File: src/rtl/nanorv32_monitor_pkg.sv
`default_nettype none
// nanorv32_monitor_pkg -- verdict encoding and default constants for the nanorv32 test monitor.
// Rev 1.0
package nanorv32_monitor_pkg;

  typedef enum logic [2:0] {
    ST_RUN     = 3'd0,
    ST_PASS    = 3'd1,
    ST_FAIL    = 3'd2,
    ST_UNKNOWN = 3'd3,
    ST_ILLEGAL = 3'd4,
    ST_TIMEOUT = 3'd5
  } mon_status_e;

  localparam logic [31:0] DEF_DONE_PC   = 32'h0000_0100;
  localparam logic [31:0] DEF_PUTC_PC   = 32'h0000_0088;
  localparam logic [31:0] DEF_PASS_CODE = 32'hCAFF_E000;
  localparam logic [31:0] DEF_FAIL_CODE = 32'hDEAD_D000;
  localparam logic [7:0]  CHAR_EOL      = 8'h0A;

endpackage
`default_nettype wire

File: src/rtl/nanorv32_char_fifo.sv
`default_nettype none
// nanorv32_char_fifo -- synchronous FIFO with wrap-bit pointers and a registered-storage head.
// Rev 1.0
module nanorv32_char_fifo #(
  parameter int WIDTH = 8,
  parameter int DEPTH = 16
) (
  input  logic             clk,
  input  logic             rst,
  input  logic             push,
  input  logic [WIDTH-1:0] din,
  input  logic             pop,
  output logic             full,
  output logic             empty,
  output logic [WIDTH-1:0] head
);

  localparam int AW = $clog2(DEPTH);
  localparam logic [AW:0] PTR_ONE = 1;

  logic [WIDTH-1:0] mem [DEPTH];
  logic [AW:0]      wr_ptr;
  logic [AW:0]      rd_ptr;
  logic             do_push;
  logic             do_pop;

  assign empty   = (wr_ptr == rd_ptr);
  assign full    = (wr_ptr[AW] != rd_ptr[AW]) && (wr_ptr[AW-1:0] == rd_ptr[AW-1:0]);
  assign do_pop  = pop && !empty;
  // A simultaneous pop frees the slot being written, so a push while full still lands.
  assign do_push = push && (!full || do_pop);
  assign head    = mem[rd_ptr[AW-1:0]];

  always_ff @(posedge clk) begin
    if (rst) begin
      wr_ptr <= '0;
      rd_ptr <= '0;
    end else begin
      if (do_push) wr_ptr <= wr_ptr + PTR_ONE;
      if (do_pop)  rd_ptr <= rd_ptr + PTR_ONE;
    end
  end

  always_ff @(posedge clk) begin
    if (do_push) mem[wr_ptr[AW-1:0]] <= din;
  end

endmodule
`default_nettype wire

File: src/rtl/nanorv32_test_monitor.sv
`default_nettype none
// nanorv32_test_monitor -- sticky pass/fail/timeout verdict and putc console capture.
// Rev 1.0
module nanorv32_test_monitor
  import nanorv32_monitor_pkg::*;
#(
  parameter int                DATA_W     = 32,
  parameter logic [DATA_W-1:0] DONE_PC    = DEF_DONE_PC,
  parameter logic [DATA_W-1:0] PUTC_PC    = DEF_PUTC_PC,
  parameter logic [DATA_W-1:0] PASS_CODE  = DEF_PASS_CODE,
  parameter logic [DATA_W-1:0] FAIL_CODE  = DEF_FAIL_CODE,
  parameter int                FIFO_DEPTH = 16,
  parameter int                WDOG_W     = 24,
  parameter logic [WDOG_W-1:0] WDOG_LIMIT = 24'hFF_FFFF
) (
  input  logic              clk,
  input  logic              rst,
  input  logic              inst_ret,
  input  logic [DATA_W-1:0] pc,
  input  logic [DATA_W-1:0] a0,
  input  logic              illegal_instruction,
  output logic              char_valid,
  output logic [7:0]        char_data,
  output logic              char_eol,
  input  logic              char_ready,
  output logic              done,
  output logic [2:0]        status,
  output logic [7:0]        drop_cnt
);

  localparam logic [WDOG_W-1:0] WDOG_ONE = 1;

  mon_status_e       state;
  mon_status_e       state_nxt;
  logic [WDOG_W-1:0] wdog;
  logic [WDOG_W-1:0] wdog_nxt;
  logic              done_hit;
  logic              putc_push;
  logic              fifo_full;
  logic              fifo_empty;
  logic [7:0]        fifo_head;
  logic              drop;

  assign done_hit  = inst_ret && (pc == DONE_PC);
  assign putc_push = inst_ret && (pc == PUTC_PC) && (state == ST_RUN);
  assign drop      = putc_push && fifo_full && !char_ready;

  always_ff @(posedge clk) begin
    if (rst) begin
      state    <= ST_RUN;
      wdog     <= '0;
      drop_cnt <= '0;
    end else begin
      state <= state_nxt;
      wdog  <= wdog_nxt;
      if (drop && (drop_cnt != 8'hFF)) drop_cnt <= drop_cnt + 8'd1;
    end
  end

  always_comb begin
    state_nxt = state;
    wdog_nxt  = wdog;
    if (state == ST_RUN) begin
      wdog_nxt = inst_ret ? '0 : (wdog + WDOG_ONE);
      if (illegal_instruction) begin
        state_nxt = ST_ILLEGAL;
      end else if (done_hit) begin
        if (a0 == PASS_CODE)      state_nxt = ST_PASS;
        else if (a0 == FAIL_CODE) state_nxt = ST_FAIL;
        else                      state_nxt = ST_UNKNOWN;
      end else if (!inst_ret && (wdog == WDOG_LIMIT)) begin
        state_nxt = ST_TIMEOUT;
      end
    end
  end

  assign done   = (state != ST_RUN);
  assign status = state;

  nanorv32_char_fifo #(
    .WIDTH (8),
    .DEPTH (FIFO_DEPTH)
  ) u_char_fifo (
    .clk   (clk),
    .rst   (rst),
    .push  (putc_push),
    .din   (a0[7:0]),
    .pop   (char_ready),
    .full  (fifo_full),
    .empty (fifo_empty),
    .head  (fifo_head)
  );

  // Head storage is not reset, so mask it to keep an idle bus at zero.
  assign char_valid = !fifo_empty;
  assign char_data  = char_valid ? fifo_head : 8'h00;
  assign char_eol   = char_valid && (fifo_head == CHAR_EOL);

endmodule
`default_nettype wire
File: config.mk
export PLATFORM = sky130hd
export DESIGN_NAME = nanorv32_test_monitor
export DESIGN_NICKNAME = d
export VERILOG_FILES = /design/src/rtl/nanorv32_monitor_pkg.sv /design/src/rtl/nanorv32_char_fifo.sv /design/src/rtl/nanorv32_test_monitor.sv
export SDC_FILE = /design/constraint.sdc
export NUM_CORES = 1
export LEC_CHECK = 0
export ABC_AREA = 0
export BUFFER_PORTS_ARGS = -buffer_cell sky130_fd_sc_hd__buf_2
export CORE_UTILIZATION = 40
export DETAILED_ROUTE_END_ITERATION = 8
export PLACE_DENSITY = 0.64
export SYNTH_ARGS = -nofsm -noshare
export SYNTH_HDL_FRONTEND = slang
export SYNTH_SLANG_ARGS = --single-unit
File: constraint.sdc
create_clock -name clk -period 5.91 [get_ports clk]
set_input_delay 0.591 -clock clk [delete_from_list [all_inputs] [get_ports clk]]
set_output_delay 0.591 -clock clk [all_outputs]
set_load 0.03 [all_outputs]
Word level (Yosys, flattened, before mapping)
Memories as Yosys holds them, arrays and structs flattened. A register that Yosys moved wholly into a read port is not among the register bits.
Index checks and enable logic that the tools add are counted.
{"block": "op_classes", "add_sub_neg": 4, "n_eq_ne": 10, "muxes": 11, "reduce_logical": 20}
{"operator": "32-bit == test (second input constant)", "n": 2}
{"operator": "32-bit by 8-bit == test with 1-bit output (second input constant)", "n": 1}
{"operator": "32-bit by 9-bit == test with 1-bit output (second input constant)", "n": 1}
{"operator": "24-bit by 1-bit adder with 24-bit output (second input constant)", "n": 1}
{"operator": "24-bit == test (second input constant)", "n": 1}
{"operator": "24-bit two-way mux", "n": 1}
{"operator": "1-bit logical AND", "n": 11}
{"operator": "5-bit by 1-bit adder with 5-bit output (second input constant)", "n": 2}
{"operator": "3-bit two-way mux", "n": 3}
{"operator": "8-bit by 1-bit adder with 8-bit output (second input constant)", "n": 1}
{"operator": "8-bit by 4-bit == test with 1-bit output (second input constant)", "n": 1}
{"operator": "4-bit two-way mux", "n": 2}
{"operator": "8-bit two-way mux", "n": 1}
{"operator": "8-bit inequality test (second input constant)", "n": 1}
{"operator": "3-bit nonzero test", "n": 2}
{"operator": "5-bit == test", "n": 1}
{"operator": "4-bit == test", "n": 1}
{"operator": "1-bit logical NOT", "n": 4}
{"operator": "3-bit logical NOT", "n": 1}
{"operator": "1-bit two-way mux", "n": 3}
{"operator": "2-bit two-way mux", "n": 1}
{"operator": "2-bit AND reduction", "n": 1}
{"operator": "1-bit logical OR", "n": 1}
{"operator": "1-bit inequality test", "n": 1}
{"block": "word_totals", "regBits": 45, "mem_bits_rw": 128, "input_bits": 69, "mem_count": 1}
{"name": "u_char_fifo.mem", "words": 16, "word_bits": 8, "read_ports": 1, "rd_clocked_by_memory_dff": 1, "wr": 1, "line": "nanorv32_char_fifo.sv:21", "rtl": "logic [WIDTH-1:0] mem [DEPTH];"}

Longest topological paths before layout
Gate-level depths: netlist (run 1).
{"block": "depth", "depth_word": 7, "ltp_mapped": 9}

Hierarchy
From an unflattened synthesis (run 1), not the netlist that was laid out.
{"block": "unflattened", "hier_cells": 494, "area_unflattened_um2": 7621.1}
{"mod": "nanorv32_char_fifo", "instances": 1, "cells_each": 263, "area_each_um2": 5711.7, "seq_area_each_um2": 4124.0}
{"mod": "nanorv32_test_monitor", "instances": 1, "cells_each": 231, "area_each_um2": 1909.3, "seq_area_each_um2": 700.7}

Worst setup path before layout (run 1)
OpenSTA, ideal clock, no wires.
{"block": "synth_timing", "kind": "register -> output", "start": "reg (tool-made name)", "end": "out char_eol", "arrival_time_ns": 3.162, "required_ns": 5.319, "setup_slack_ns": 2.157, "path_stages_with_launch": 7, "cell_sequence": "dfxtp_1 -> buf_2 -> buf_1 -> inv_1 -> mux2i_1 -> a211oi_1 -> nor4b_1"}
{"element": "to (decl)", "line": "nanorv32_test_monitor.sv:24", "rtl": "output logic char_eol,"}

==> results of run 1 <==
-- cell families after synthesis --
family | share of synthesized area (%)
multiplexers | 11.4
adder cells (fa/ha/maj) | 1.17
flip-flops | 64.7
AND/OR/NAND/NOR | 13.6
AO/OA/AOI/OAI | 3.46
buffers and inverters | 1.88
XOR/XNOR | 3.76
-- worst paths after layout --
path                         start                    end  slack (ps)
max reg2reg  u_char_fifo.wr_ptr[2]  u_char_fifo.mem[0][5]        2860
max                           flop               char_eol        1790
min                        wdog[1]                wdog[1]         490
min reg2reg                wdog[1]                wdog[1]         490
-- flip-flops by register name (all words and copies together) (netlist names), named ones only --
name / cells
drop_cnt: 8
u_char_fifo.mem: 128
status: 3
u_char_fifo.wr_ptr: 5
wdog: 24
u_char_fifo.rd_ptr: 5
-- power breakdown --
group | switching (mW) | internal [mW]
combinational | 0.0380 | 0.0237
clock | 0.494 | 0.637
sequential | 0.00194 | 1.33
total | 0.533 | 1.99
-- cell usage in the layout, fill, tap and decap left out, types with 3 or more instances in the layout --
master | netlist | layout
or3_1 | 9 | 9
and4_1 | 4 | 4
ha_1 | 7 | 7
nand2b_1 | 4 | 4
buf_4 | 4 | 3
nor3_1 | 10 | 10
o221ai_1 | 3 | 3
nor4b_1 | 5 | 5
nand3_1 | 9 | 9
clkinv_4 | 0 | 3
xnor2_1 | 11 | 11
and2_1 | 4 | 4
clkbuf_16 | 0 | 17
nor2_1 | 61 | 61
a21oi_1 | 13 | 13
and3_1 | 9 | 9
nor4_1 | 12 | 12
inv_1 | 8 | 8
o21ai_0 | 8 | 8
nand4_1 | 15 | 15
buf_2 | 3 | 90
xor2_1 | 21 | 21
mux4_2 | 34 | 34
mux2i_1 | 5 | 5
dfxtp_1 | 49 | 49
a211oi_1 | 5 | 5
edfxtp_1 | 128 | 128
nand2_1 | 27 | 27
-- worst max-delay path, delay by kind of cell, from the launching register on --
kind	cells	cell delay, ps
flops	1	1030
mux	2	1050
simple gates	1	360
buf+inv	2	640
-- metal layers --
layer	vias up	wire length [um]	global-route usage, %
met3	14	981	4.92
met1	2275	6870	21.4
li1	2152	-	-
met2	153	7900	29.4
met5	-	0	0
met4	0	156	5.14
-- layout make-up --
cell class | instances | area, um^2 | share of cell area [%]
clock buffers | 17 | 425 | 4.88
clock inverters | 15 | 180 | 2.07
inverters | 8 | 30.0 | 0.345
multi-input cells | 305 | 2490 | 28.6
flip-flops and latches | 177 | 4820 | 55.4
well taps | 229 | 287 | 3.29
repair buffers | 93 | 473 | 5.43
-- metrics by stage --
step	power, mW	utilization, %	cell area (um^2)	cells
final	2.52	48.2	8710	844
after floorplan	1.38	-	7450	510
after global routing	2.59	48.2	8710	844
after CTS	2.54	48.2	8710	844
after detailed placement	1.42	44.8	8100	812
after global placement	1.42	44.8	8100	812
==> flow_summary.ini, run 1 <==
[outcome]
outcome = finished, violations left
violations = design-rule violations

[logic_synthesis]
synth_flop_cell = edfxtp_1
syn-cell-area_mm2 = 0.00745
async_reset_ff_share_pct = 0
synth.most_common_cell = edfxtp_1
synth_area_leaders = edfxtp_1 52%, dfxtp_1 13%, mux4_2 10%
syn_nets = 586
yosysWarningCount = 0
synth-edff-count = 128
syn_area_per_cell_um2 = 14.6
synth_top_area_share_pct = 51.6
synth.distinct_cells = 55
synth_cells = 510
synthTopCellsByCount = 128 x edfxtp_1, 61 x nor2_1, 49 x dfxtp_1
yosysSeqAreaShare_pct = 64.7
synth_top_cell_by_area = edfxtp_1
ys_ff_latch = 177

[worst_setup_path]
crit_chain = buf_4 > mux4_2 > mux4_2 > nor4b_1 > buf_2
worst-r2r-cell-count = 5
path_max_fanout = 17
cp-start-kind = flop
cp_slowest_stage_delay_ps = 1030
endpoint_kind = primary output
critPathArrivalTime_ps = 3530
crit_slowest_cell = dfxtp_1
cp.required_ps = 5320
crit_type = flop to primary output
path_common_cell = mux4_2

[grt]
grt_overflow = 0
grt_pass1_wl_mm = 24.8
grt_pass1_vias = 4660
grt_usage_pct = 17.3
grt_max_degree = 25
antenna_found_initial = 0

[timing]
setup-violations-final = 0
grt_setup_unrepaired = no
max-slew-margin-rel_pct = 16.0
hold-worst-slack_ps = 487
fin_crit_sh_pct = 69.8
finalSetupTns_ps = 0
min_period_ps = 4120
slew_violations = 0
max_freq_mhz = 242
finalHoldViolCount = 0
fin_skew_ps = 9.63
fin_ws_ps = 1790
max_slew.worst_pin.slew_ps = 1250

[job]
cap_violations = 0

[hold_path]
min_delay_path_depth = 2
min_path_type = flop to flop

[cts]
root_buffer = clkbuf_16
clock_sinks = 177
clk_pin_slew_ps = 70
cts-resized-gates = 0
clock_latency_ps = 420
cts_buffer_depth = 2
cts_setup_buffers = 0
cts_tree = done
htree_num_levels = 4
cts_hold_buf = 0
cts_buffers = 17

[detailed_routing]
drc_errors = 6
num_vias = 4594
ant_nets = 0
drt-wirelength-per-cell_um = 18.8
drt-total-wl_mm = 15.9
avgViaCountPerCell = 5.44
dr.pass1.iters = 9
first_iter_violations = 328

[power_and_ir_drop]
p_leak_nw = 2.96
vdd.ir_drop.worst_mv = 0.204
powerDensity_mw_per_mm2 = 290

[floorplanning]
die_area_mm2 = 0.0192
ioPinCount = 91
die_w_um = 139
row_count = 49
start_util_pct = 41.2
die_h_um = 139
core_area_mm2 = 0.0181

[cells_and_area]
layout-drive-gt1-share_pct = 27.8
n_antenna_cell = 0
area.growth.synth_to_final_pct = 16.8
fillers = 1532
finalNetCount = 678

[placement]
hpwl_mm = 11.0
place_congestion = 0.793
place_ws_ps = 2190
io_buffers = 90
(Power assumes the default switching activity.)
==> run 2, diff against run 1 <==
==> constraint.sdc (replaced) <==
create_clock -name clk -period 4.1 [get_ports clk]
set_input_delay 0.41 -clock clk [delete_from_list [all_inputs] [get_ports clk]]
set_output_delay 0.41 -clock clk [all_outputs]
set_load 0.03 [all_outputs]
==> run 2 against run 1 <==
The run still ends with design-rule violations left. Clock skew is 3.0 ps lower. Critical path depth is 1 higher. Combinational power is 44% higher. Routed wire length is 0.36% higher. Cell area is 0.19% higher. Hold slack worse by 160 ps. Sequential cell count stayed put. Worst setup slack worse by 1100 ps. First-iteration DRC count is 2.7% higher. Sequential power is 44% higher. Clock power is 36% higher. Die area stayed put. Critical path type unchanged. Critical endpoint unchanged.
==> flow_summary.ini, run 2 (synthesized netlist as in run 1, its figures left out) <==
[outcome]
outcome = finished, violations left
violations = design-rule violations

[cts]
clk_pin_slew_ps = 70
cts_buffers = 17
htree_num_levels = 4
cts_setup_buffers = 0
cts_hold_buf = 0
root_buffer = clkbuf_16
cts_tree = done
cts-resized-gates = 0
cts_buffer_depth = 2
clock_sinks = 177
clock_latency_ps = 420

[worst_setup_path]
crit_chain = buf_4 > mux4_2 > o221ai_1 > nand3_1 > nor4b_1 > buf_2
path_delay_family = flip-flops
crit_slowest_cell = dfxtp_1
path_max_fanout = 12
endpoint_kind = primary output
cp_slowest_stage_delay_ps = 790
crit_type = flop to primary output
critPathArrivalTime_ps = 2980
cp.required_ps = 3690
cp-start-kind = flop
crit_buf_inv = 2

[placement]
place_congestion = 0.786
dp_cells = 819
io_buffers = 90
dpl-instance-area_mm2 = 0.00816
hpwl_mm = 11.3

[detailed_routing]
first_iter_violations = 337
num_vias = 4677
ant_nets = 0
drt-total-wl_mm = 16.0
drc_errors = 12
dr.pass1.iters = 7
drt-wirelength-per-cell_um = 18.7
avgViaCountPerCell = 5.49

[timing]
max_freq_mhz = 295
setup-violations-final = 0
finalHoldViolCount = 0
max-slew-margin-rel_pct = 43.8
hold-worst-slack_ps = 328
fin_crit_sh_pct = 82.8
max_slew.worst_pin.slew_ps = 840
min_period_ps = 3390
grt_setup_unrepaired = no
fin_skew_ps = 6.61
slew_violations = 0
finalSetupTns_ps = 0

[grt]
grt_overflow = 0
grt_usage_pct = 17.8
antenna_found_initial = 1
grt_pass1_wl_mm = 25.3
grt_pass1_vias = 4729
grt_max_degree = 25

[hold_path]
min_path_type = input port to flop

[cells_and_area]
layout-drive-gt1-share_pct = 28.3
area.growth.synth_to_final_pct = 17.1
largest_reg_flops = 128
fillers = 1518
design_area_mm2 = 0.00873
mostFrequentLayoutCells = 128 x edfxtp_1, 90 x buf_2, 61 x nor2_1, 49 x dfxtp_1, 34 x mux4_2
final_common_cell = edfxtp_1
stdcell_count = 852
finalNetCount = 685

[power_and_ir_drop]
p_total_mw = 3.55
vdd.ir_drop.worst_mv = 0.329
powerDensity_mw_per_mm2 = 407
p_leak_nw = 2.97

[floorplanning]
die_w_um = 139
die_h_um = 139
die_area_mm2 = 0.0192
core_area_mm2 = 0.0181
ioPinCount = 91
row_count = 49
start_util_pct = 41.2

[job]
cap_violations = 0
## run 2: cell count changes in the layout (fill, tap and decap cells not counted), moves of 2 or more
cell / before / now
clkinv_4: 3 / 1
clkinv_1: 1 / 3
clkinv_8: 2 / 0
inv_8: 2 / 0
buf_4: 3 / 10
## run 2: layout make-up
class | instances | area [um^2] | area share (%)
diodes | 1 | 2.50 | 0.0287
clock buffers | 17 | 425 | 4.88
clock inverters | 15 | 141 | 1.62
inverters | 8 | 30.0 | 0.344
multi-input cells | 305 | 2490 | 28.5
flip-flops and latches | 177 | 4820 | 55.3
well taps | 229 | 287 | 3.28
repair buffers | 100 | 526 | 6.02
## run 2: metal layers
layer	GRT usage (%)	share of wire (%)	routed length (um)	vias up
li1	-	-	-	2159
met4	5.62	1.2	189	0
met1	22.2	43	6830	2312
met5	0	0	0	-
met3	4.71	7.2	1150	17
met2	30.1	49	7800	189
## run 2: report_power, final
group | internal (mW) | switching (mW) | leakage, nW
clock network | 0.891 | 0.647 | 0.272
logic | 0.0341 | 0.0549 | 1.16
registers | 1.92 | 0.00302 | 1.54
total | 2.84 | 0.705 | 2.97
## run 2: metrics by stage
step | setup WS (ps) | util [%]
4_1_cts | 662 | 48.2
3_5_place_dp | 838 | 45.1
5_1_grt | 486 | 48.2
6_report | 707 | 48.2
3_3_place_gp | 992 | 45.1
2_1_floorplan | 528 | -
## run 2: final timing paths
kind                         startpoint                     to  slack, ps  cells past startpoint
setup / recovery                   flop               char_eol        710                      6
hold / removal      illegal_instruction              status[2]        330                      3
setup reg to reg  u_char_fifo.wr_ptr[2]  u_char_fifo.mem[6][5]       1300                      5
hold reg to reg                 wdog[1]                wdog[1]        480                      2
## run 2: worst reg2reg max path: stages, from the launching register on
cell and delay, ps:
dfxtp_1 560, xor2_1 220, nor4_2 110, a2111oi_4 590, nand2_1 240, nor2_1 700
==> run 3, diff against run 2 <==
==> constraint.sdc (replaced) <==
create_clock -name clk -period 3.3 [get_ports clk]
set_input_delay 0.33 -clock clk [delete_from_list [all_inputs] [get_ports clk]]
set_output_delay 0.33 -clock clk [all_outputs]
set_load 0.03 [all_outputs]
==> run 3 against run 2 <==
The run still ends with design-rule violations left. Via count fell by 1.2%. Cell count grew 0.70%. Core utilization grew 0.59 points. Combinational power increased by 20%. Global-route usage shrank 0.68 points. Hold slack worse by 71 ps. Critical path depth unchanged. Highest routed layer unchanged. Die area is the same. Clock skew rose by 1.0 ps.
==> flow_summary.ini, run 3 (synthesized netlist as in run 1, its figures left out) <==
[cells_and_area]
area.growth.synth_to_final_pct = 18.5
mostFrequentLayoutCells = 128 x edfxtp_1, 90 x buf_2, 61 x nor2_1, 49 x dfxtp_1, 34 x mux4_2
largest_reg_flops = 128
finalNetCount = 693
n_antenna_cell = 0
layout-drive-gt1-share_pct = 29.4
final_common_cell = edfxtp_1

[floorplanning]
ioPinCount = 91
die_area_mm2 = 0.0192
core_area_mm2 = 0.0181
die_h_um = 139
start_util_pct = 41.2
die_w_um = 139
row_count = 49

[worst_setup_path]
critPathArrivalTime_ps = 2790
crit_type = flop to primary output
path_max_fanout = 7
crit_slowest_cell = dfxtp_1
crit_chain = mux4_2 > mux2_2 > nor3_1 > a31oi_1 > nor4b_2 > buf_2
endpoint_kind = primary output
cp_slowest_stage_delay_ps = 590
reg2reg_slack_ps = 880
cp-start-kind = flop
cp.required_ps = 2970

[timing]
max_slew.worst_pin.slew_ps = 765
grt_setup_unrepaired = no
fin_crit_sh_pct = 94.6
max_freq_mhz = 320
fin_ws_ps = 180
hold-worst-slack_ps = 257
fin_skew_ps = 7.64
setup-violations-final = 0
finalSetupTns_ps = 0
slew_violations = 0
max-slew-margin-rel_pct = 49.0
min_period_ps = 3120
finalHoldViolCount = 0

[cts]
htree_num_levels = 4
clock_sinks = 177
clk_pin_slew_ps = 70
cts_buffer_depth = 2
cts_buffers = 17
root_buffer = clkbuf_16
cts-resized-gates = 0
clock_latency_ps = 420
cts_setup_buffers = 0
cts_hold_buf = 0
cts_tree = done

[outcome]
outcome = finished, violations left
violations = design-rule violations

[detailed_routing]
dr.pass1.iters = 7
drc_errors = 4
avgViaCountPerCell = 5.39
ant_nets = 0
drt-wirelength-per-cell_um = 18.2
num_vias = 4622
first_iter_violations = 355
drt-total-wl_mm = 15.6

[power_and_ir_drop]
clkPwrFrac_pct = 44.1
power.switching_mw = 0.908
p_comb_share_pct = 2.4
vdd.ir_drop.worst_mv = 0.352
p_leak_nw = 3.03
sw_frac_of_total_pct = 20.4
power.internal_mw = 3.55
seqPwrFrac_pct = 53.5
powerDensity_mw_per_mm2 = 505

[grt]
grt_usage_pct = 17.1
grt_max_degree = 27
grt_pass1_vias = 4717
grt_pass1_wl_mm = 24.7
antenna_found_initial = 1
grt_overflow = 0

[hold_path]
min_path_type = input port to flop

[placement]
hpwl_mm = 10.9
io_buffers = 90
place_congestion = 0.785
place_ws_ps = 576

[job]
cap_violations = 0
[run 3: changes by cell type in the layout (fill, tap and decap cells not counted), sizes merged]
cell,before,now
clkbuf,17,18
clkinv,7,4
inv,11,12
diode,1,0
buf,100,108
[run 3: path summary, 6_finish.rpt]
check             cells past startpoint                     to             startpoint
setup / recovery                      6               char_eol                   flop
hold reg to reg                       2                wdog[1]                wdog[1]
hold / removal                        3              status[2]    illegal_instruction
setup reg to reg                      6  u_char_fifo.mem[3][2]  u_char_fifo.wr_ptr[2]
[run 3: power groups by stage]
stage	Combinational, mW	Clock [mW]	Sequential, mW
final	0.107	1.97	2.39
after global routing	0.118	2.10	2.38
after CTS	0.109	2.01	2.38
after detailed placement	0.109	0	2.43
after global placement	0.104	0	2.43
after floorplan	0.0315	0	2.44
[run 3: per-layer routing]
metal  track usage (%)  wire length, um  up-vias
li1                  -                -     2173
met1              21.3             6370     2238
met2              29.2             7780      184
met3              3.53             1110       27
met4              6.56              318        0
met5                 0                0        -
[run 3: layout make-up]
class | count | area [um^2]
clock buffers | 18 | 429
fillers | 1517 | 9250
well taps | 229 | 287
inverters | 8 | 30.0
clock inverters | 13 | 156
repair buffers | 108 | 611
multi-input cells | 305 | 2500
flip-flops and latches | 177 | 4820
[run 3: stage by stage]
step / power (mW) / utilization, % / cell area [um^2] / instances
global placement: 2.54 / 45.6 / 8250 / 827
CTS: 4.50 / 48.8 / 8830 / 858
floorplan: 2.47 / - / 7460 / 510
global route: 4.60 / 48.8 / 8830 / 858
finish: 4.46 / 48.8 / 8830 / 858
detailed placement: 2.54 / 45.6 / 8250 / 827
[run 3: worst max-delay path, delay by kind of cell, from the launching register on]
family	cells	cell delay, ps
and+or+nand+nor	2	560
buffers and inverters	1	240
AOI/OAI and AO/OA	1	140
DFF	1	590
muxes	2	850
